## src/rtl/timer_bus_pkg.sv

```systemverilog
// Shared constants for the timer-counter register bus master: register map,
// bus widths and the master FSM state encoding.
package timer_bus_pkg;

   localparam int unsigned BUS_DW = 16;
   localparam int unsigned BUS_AW = 4;

   localparam logic [BUS_AW-1:0] ADDR_TCCR  = 4'h1;
   localparam logic [BUS_AW-1:0] ADDR_TCCR2 = 4'h2;
   localparam logic [BUS_AW-1:0] ADDR_TCNT  = 4'h3;
   localparam logic [BUS_AW-1:0] ADDR_OCR   = 4'h4;
   localparam logic [BUS_AW-1:0] ADDR_ICR   = 4'h5;
   localparam logic [BUS_AW-1:0] ADDR_TCST  = 4'h6;

   typedef enum logic [1:0] {
      IDLE   = 2'd0,
      ACCESS = 2'd1,
      TURN   = 2'd2,
      RESP   = 2'd3
   } state_e;

endpackage

```

## src/rtl/bus_timeout_cnt.sv

```systemverilog
// Counts ACCESS cycles and flags the cycle in which the wait for acknowledge
// has lasted TIMEOUT_CYC cycles.
module bus_timeout_cnt #(
   parameter int unsigned TIMEOUT_CYC = 16,
   parameter int unsigned TO_W        = 16
) (
   input  logic clk_i,
   input  logic rst_i,
   input  logic clr_i,
   input  logic en_i,
   output logic expire_o
);

   logic [TO_W-1:0] cnt_q;

   // Cycle counter, cleared when a request is accepted.
   always_ff @(posedge clk_i or posedge rst_i) begin
      if (rst_i) begin
         cnt_q <= '0;
      end else if (clr_i) begin
         cnt_q <= '0;
      end else if (en_i) begin
         cnt_q <= cnt_q + {{(TO_W-1){1'b0}}, 1'b1};
      end else begin
         cnt_q <= cnt_q;
      end
   end

   assign expire_o = en_i && (cnt_q == TO_W'(TIMEOUT_CYC - 1));

endmodule

```

## src/rtl/timer_bus_master.sv

```systemverilog
// Single-outstanding register bus initiator for the timer-counter peripheral.
// Optional ack timeout/abort path enabled by TIMER_BUS_MASTER_TIMEOUT_EN.
module timer_bus_master
   import timer_bus_pkg::*;
#(
   parameter int unsigned TIMEOUT_CYC = 16,
   parameter int unsigned TO_W        = 16
) (
   input  logic              i_sysclk,
   input  logic              i_sysrst,
   input  logic              i_req_valid,
   output logic              o_req_ready,
   input  logic              i_req_wr,
   input  logic [BUS_AW-1:0] i_req_addr,
   input  logic [BUS_DW-1:0] i_req_wdata,
   output logic              o_rsp_valid,
   input  logic              i_rsp_ready,
   output logic [BUS_DW-1:0] o_rsp_rdata,
   output logic              o_rsp_err,
   output logic              o_bus_select,
   output logic              o_bus_wr,
   output logic [BUS_AW-1:0] o_reg_addr,
   output logic [BUS_DW-1:0] o_bus_data,
   input  logic [BUS_DW-1:0] i_bus_data,
   input  logic              i_bus_ack,
   output logic              o_busy
);

   if (TIMEOUT_CYC < 2 || TIMEOUT_CYC > 65535 ||
       (64'd1 << TO_W) <= 64'(TIMEOUT_CYC)) begin : g_bad_cfg
      $error("timer_bus_master: TIMEOUT_CYC/TO_W out of range");
   end

   state_e            state_q;
   logic              req_ready_q;
   logic              rsp_valid_q;
   logic              rsp_err_q;
   logic [BUS_DW-1:0] rsp_rdata_q;
   logic              sel_q;
   logic              wr_q;
   logic [BUS_AW-1:0] addr_q;
   logic [BUS_DW-1:0] wdata_q;
   logic              busy_q;
   logic              timeout_hit;

`ifdef TIMER_BUS_MASTER_TIMEOUT_EN
   logic cnt_clr;
   logic cnt_en;

   assign cnt_clr = (state_q == IDLE) && i_req_valid && req_ready_q;
   assign cnt_en  = (state_q == ACCESS);

   bus_timeout_cnt #(
      .TIMEOUT_CYC(TIMEOUT_CYC),
      .TO_W       (TO_W)
   ) u_timeout_cnt (
      .clk_i   (i_sysclk),
      .rst_i   (i_sysrst),
      .clr_i   (cnt_clr),
      .en_i    (cnt_en),
      .expire_o(timeout_hit)
   );
`else
   assign timeout_hit = 1'b0;
`endif

   // Transaction FSM; every output is a register updated here.
   always_ff @(posedge i_sysclk or posedge i_sysrst) begin
      if (i_sysrst) begin
         state_q     <= IDLE;
         req_ready_q <= 1'b0;
         rsp_valid_q <= 1'b0;
         rsp_err_q   <= 1'b0;
         rsp_rdata_q <= '0;
         sel_q       <= 1'b0;
         wr_q        <= 1'b0;
         addr_q      <= '0;
         wdata_q     <= '0;
         busy_q      <= 1'b0;
      end else begin
         case (state_q)
            IDLE: begin
               if (i_req_valid && req_ready_q) begin
                  sel_q       <= 1'b1;
                  wr_q        <= i_req_wr;
                  addr_q      <= i_req_addr;
                  wdata_q     <= i_req_wdata;
                  req_ready_q <= 1'b0;
                  busy_q      <= 1'b1;
                  state_q     <= ACCESS;
               end else begin
                  req_ready_q <= 1'b1;
               end
            end
            ACCESS: begin
               // Ack has priority over a timeout expiring in the same cycle.
               if (i_bus_ack || timeout_hit) begin
                  rsp_rdata_q <= (i_bus_ack && !wr_q) ? i_bus_data : '0;
                  rsp_err_q   <= !i_bus_ack;
                  sel_q       <= 1'b0;
                  wr_q        <= 1'b0;
                  addr_q      <= '0;
                  wdata_q     <= '0;
                  state_q     <= TURN;
               end else begin
                  state_q     <= ACCESS;
               end
            end
            TURN: begin
               // The peripheral's trailing ack is deliberately not looked at here.
               rsp_valid_q <= 1'b1;
               state_q     <= RESP;
            end
            RESP: begin
               if (i_rsp_ready) begin
                  rsp_valid_q <= 1'b0;
                  rsp_rdata_q <= '0;
                  rsp_err_q   <= 1'b0;
                  busy_q      <= 1'b0;
                  req_ready_q <= 1'b1;
                  state_q     <= IDLE;
               end else begin
                  state_q     <= RESP;
               end
            end
            default: begin
               state_q     <= IDLE;
               req_ready_q <= 1'b0;
               rsp_valid_q <= 1'b0;
               sel_q       <= 1'b0;
               busy_q      <= 1'b0;
            end
         endcase
      end
   end

   assign o_req_ready  = req_ready_q;
   assign o_rsp_valid  = rsp_valid_q;
   assign o_rsp_rdata  = rsp_rdata_q;
   assign o_rsp_err    = rsp_err_q;
   assign o_bus_select = sel_q;
   assign o_bus_wr     = wr_q;
   assign o_reg_addr   = addr_q;
   assign o_bus_data   = wdata_q;
   assign o_busy       = busy_q;

endmodule
```

## config.mk

```make
export PLATFORM = sky130hd
export DESIGN_NAME = timer_bus_master
export DESIGN_NICKNAME = d
export VERILOG_FILES = /design/src/rtl/timer_bus_pkg.sv /design/src/rtl/bus_timeout_cnt.sv /design/src/rtl/timer_bus_master.sv
export SDC_FILE = /design/constraint.sdc
export NUM_CORES = 1
export LEC_CHECK = 0
export CAP_MARGIN = 5
export CELL_PAD_IN_SITES_DETAIL_PLACEMENT = 1
export CELL_PAD_IN_SITES_GLOBAL_PLACEMENT = 2
export CORE_UTILIZATION = 25
export CTS_CLUSTER_DIAMETER = 200
export DETAILED_ROUTE_END_ITERATION = 7
export GPL_TIMING_DRIVEN = 0
export MAX_ROUTING_LAYER = met4
export PLACE_DENSITY_LB_ADDON = 0.1
export SETUP_SLACK_MARGIN = 0.02
export SYNTH_ARGS = -nofsm -noshare
export SYNTH_HDL_FRONTEND = slang
export SYNTH_SLANG_ARGS = --single-unit
```

## constraint.sdc

```tcl
create_clock -name i_sysclk -period 3.3 [get_ports i_sysclk]
set_input_delay 0.66 -clock i_sysclk [delete_from_list [all_inputs] [get_ports i_sysclk]]
set_output_delay 0.66 -clock i_sysclk [all_outputs]
set_load 0.005 [all_outputs]
```

==> flow_summary.ini <==
[pwr]
ir_drop_v = 0.000282
leakage_nw = 1.36
power_density_mw_per_mm2 = 825

[logic_synthesis]
netlist.area_leader.share = 0.571
syn_nets = 179
synth_top_cells_by_area = sky130_fd_sc_hd__dfrtp_1, sky130_fd_sc_hd__a22o_1, sky130_fd_sc_hd__and4b_1
ys.flop_type = sky130_fd_sc_hd__dfrtp_1
yosysSeqAreaShare = 0.571
avgSynthCellArea_um2 = 14.1
yosys.cell_types.count = 25
post-synth-top-area-cell = sky130_fd_sc_hd__dfrtp_1
number_of_enable_flip_flop_cells_after_synthesis = 0
netlist_top_cells_count = sky130_fd_sc_hd__dfrtp_1, sky130_fd_sc_hd__a22o_1, sky130_fd_sc_hd__and4b_1
synth.cell_area_mm2 = 0.00193
gate_count_of_the_mapped_netlist = 137
synthesis.yosys.warnings = 0
ys_seq_elements = 44
synth.most_common_cell = sky130_fd_sc_hd__dfrtp_1
postSynth.asyncResetShare = 1.00

[grt]
all_layer_global_routing_usage = 0.147
grt_pass1_wl_um = 9000
number_of_global_route_vias_before_repair = 1683
globalRoute.totalOverflow = 0
antenna_found_initial = 0
largest_net_degree_at_the_start_of_global_routing = 35

[placement]
hpwl_um = 3960
place.gp.congestion = 0.719
post-place-ws_ns = 0.895
placed_cells_incl_taps = 320
io_buffers = 83

[setup_path]
worst_ep_arrival_time_ns = 2.32
worstPathRequired_ns = 3.54
critPathLaunchType = primary input
critical-path-top-delay-family = buffers and inverters
critical_setup_path_kind = in2reg
path_max_fanout = 10
crit_path_end_kind = flip-flop
timing.critical_path.cells = clkdlybuf4s50_1, clkbuf_1, clkbuf_1, and4b_1, mux2_4
critPathMaxStageDelay_ns = 0.51
path_common_cell = sky130_fd_sc_hd__clkbuf_1
crit_slowest_cell = sky130_fd_sc_hd__clkdlybuf4s50_1
critical_path.n_buffers_inverters = 3

[cts]
cts.path.max_buffers = 2
worst_skew_pair.late_latency_ns = 0.30
worst_setup_hold_path_clk_slew_ns = 0.08
postCtsSetupBuffers = 0
cts-htree-levels = 2
tritoncts = yes
cts-resized-gates = 0
postCtsHoldBufs = 0
tritoncts.num_buffers = 5
cts_root_buf = sky130_fd_sc_hd__clkbuf_8
cts_sinks = 44

[timing]
grt_setup_unrepaired = no
slew_viol_final = 0
layout_worst_path_cycle_share = 0.630
hold_viol = 0
worst_pin_slew_ns = 0.410
clock.fmax_mhz = 481
maxSlewHeadroom = 0.727
finalSetupViolations = 0
fin_tns_setup_ns = 0
post-route-min-period_ns = 2.08
finalWorstSetupSlack_ns = 1.22
worst_clock_skew_ns = 0.00732

[outcome]
outcome = finished clean

[cells_and_area]
post_route_cells_drive_above_1_share = 0.162
instances_no_fill = 328
areaGrowthSynthToFinish_pct = 55.2
antenna-diode-count = 0
final_nets = 270

[routing]
route.detailed.drc = 0
detail_route.wirelength_um = 5350
vias_per_instance = 4.52
drt_iter0_markers = 61
num_vias = 1484
first_pass_iters = 3
detail_route.wl_per_cell_um = 16.3
ant_nets = 0

[job]
maxCapViolCount = 0

[floorplan]
die_area_mm2 = 0.00807
floorplan.core_area_mm2 = 0.00737
initial_core_util = 0.262
design.portCount = 84
rows = 31
die_h_um = 89.8
die_width_um = 89.8

[worst_hold_path]
hold_class = reg2reg
through the flow:
step,instance area [um2],hold slack [ns],power (W),util
global placement,2880,0.472,0.00209,0.391
finish,2990,0.493,0.00247,0.406
detailed placement,2900,0.485,0.00214,0.394
global route,2990,0.530,0.00265,0.406
CTS,2990,0.504,0.00251,0.406
floorplan,1930,0.469,0.00150,-
per-layer routing:
metal / global-route usage / share of wire / vias to the layer above
li1: - / - / 690
met1: 0.183 / 0.45 / 738
met2: 0.236 / 0.49 / 50
met3: 0.0389 / 0.049 / 6
met4: 0.0369 / 0.011 / 0
met5: - / 0 / -
area by class of cell:
cell class,count,area (um2)
inverters,3,11.3
repair buffers,84,851
fillers,798,4380
well taps,99,124
clock buffers,8,90.1
plain buffers,11,85.1
flip-flops and latches,44,1100
multi-input cells,79,731
path summary, 6_finish.rpt:
path	start	endpoint	slack, ns	cells past startpoint
max	i_bus_ack	o_rsp_rdata[4]$_DFFE_PP0P_	1.22	5
min in group asynchronous	i_sysrst	o_rsp_rdata[5]$_DFFE_PP0P_	0.61	2
max in group asynchronous	i_sysrst	o_req_ready$_DFFE_PP0P_	2.23	3
min	o_rsp_valid$_DFFE_PP0P_	o_rsp_valid$_DFFE_PP0P_	0.49	2
max reg2reg	state_q[1]$_DFFE_PP0P_	o_rsp_rdata[8]$_DFFE_PP0P_	1.75	5
min reg2reg	o_rsp_valid$_DFFE_PP0P_	o_rsp_valid$_DFFE_PP0P_	0.49	2
logic make-up (layout without fill, tap and decap cells):
kind of cell | Yosys count | after routing | synth area share
AND/OR/NAND/NOR | 32 | 32 | 0.136
AO/OA/AOI/OAI | 30 | 30 | 0.125
flip-flops | 44 | 44 | 0.571
multiplexers | 17 | 17 | 0.119
buffers and inverters | 14 | 106 | 0.0500
tightest hold or removal path: cells and delay by family (launching register included):
family / cells / cell delay (ns)
DFF: 1 / 0.36
AOI/OAI and AO/OA: 1 / 0.06
and+or+nand+nor: 1 / 0.05
state kept, by name, summed over array words and instances (netlist names):
name / count
o_bus_wr: 1
o_req_ready: 1
state_q: 2
o_bus_data: 16
o_rsp_valid: 1
o_rsp_rdata: 16
o_rsp_err: 1
o_busy: 1
o_bus_select: 1
o_reg_addr: 4
where the power goes:
| group | total, W | switching (W) | internal [W] |
|---|---|---|---|
| Sequential | 0.000916 | 0.000150 | 0.000766 |
| Clock | 0.000353 | 0.000182 | 0.000171 |
| Combinational | 0.00120 | 0.000438 | 0.000762 |
| Total | 0.00247 | 0.000770 | 0.00170 |
cells in the final DEF (no fill, tap or decap), types with 5 or more instances in the layout:
cell                              count
sky130_fd_sc_hd__mux2_2               7
sky130_fd_sc_hd__a22o_1              21
sky130_fd_sc_hd__clkdlybuf4s50_1     83
sky130_fd_sc_hd__clkbuf_1             6
sky130_fd_sc_hd__clkbuf_8             7
sky130_fd_sc_hd__and4b_1             16
sky130_fd_sc_hd__o21ai_0              5
sky130_fd_sc_hd__dfrtp_1             44
sky130_fd_sc_hd__mux2_4              10
sky130_fd_sc_hd__nand2_1              8
No activity file was read; power rests on OpenSTA's default activity.
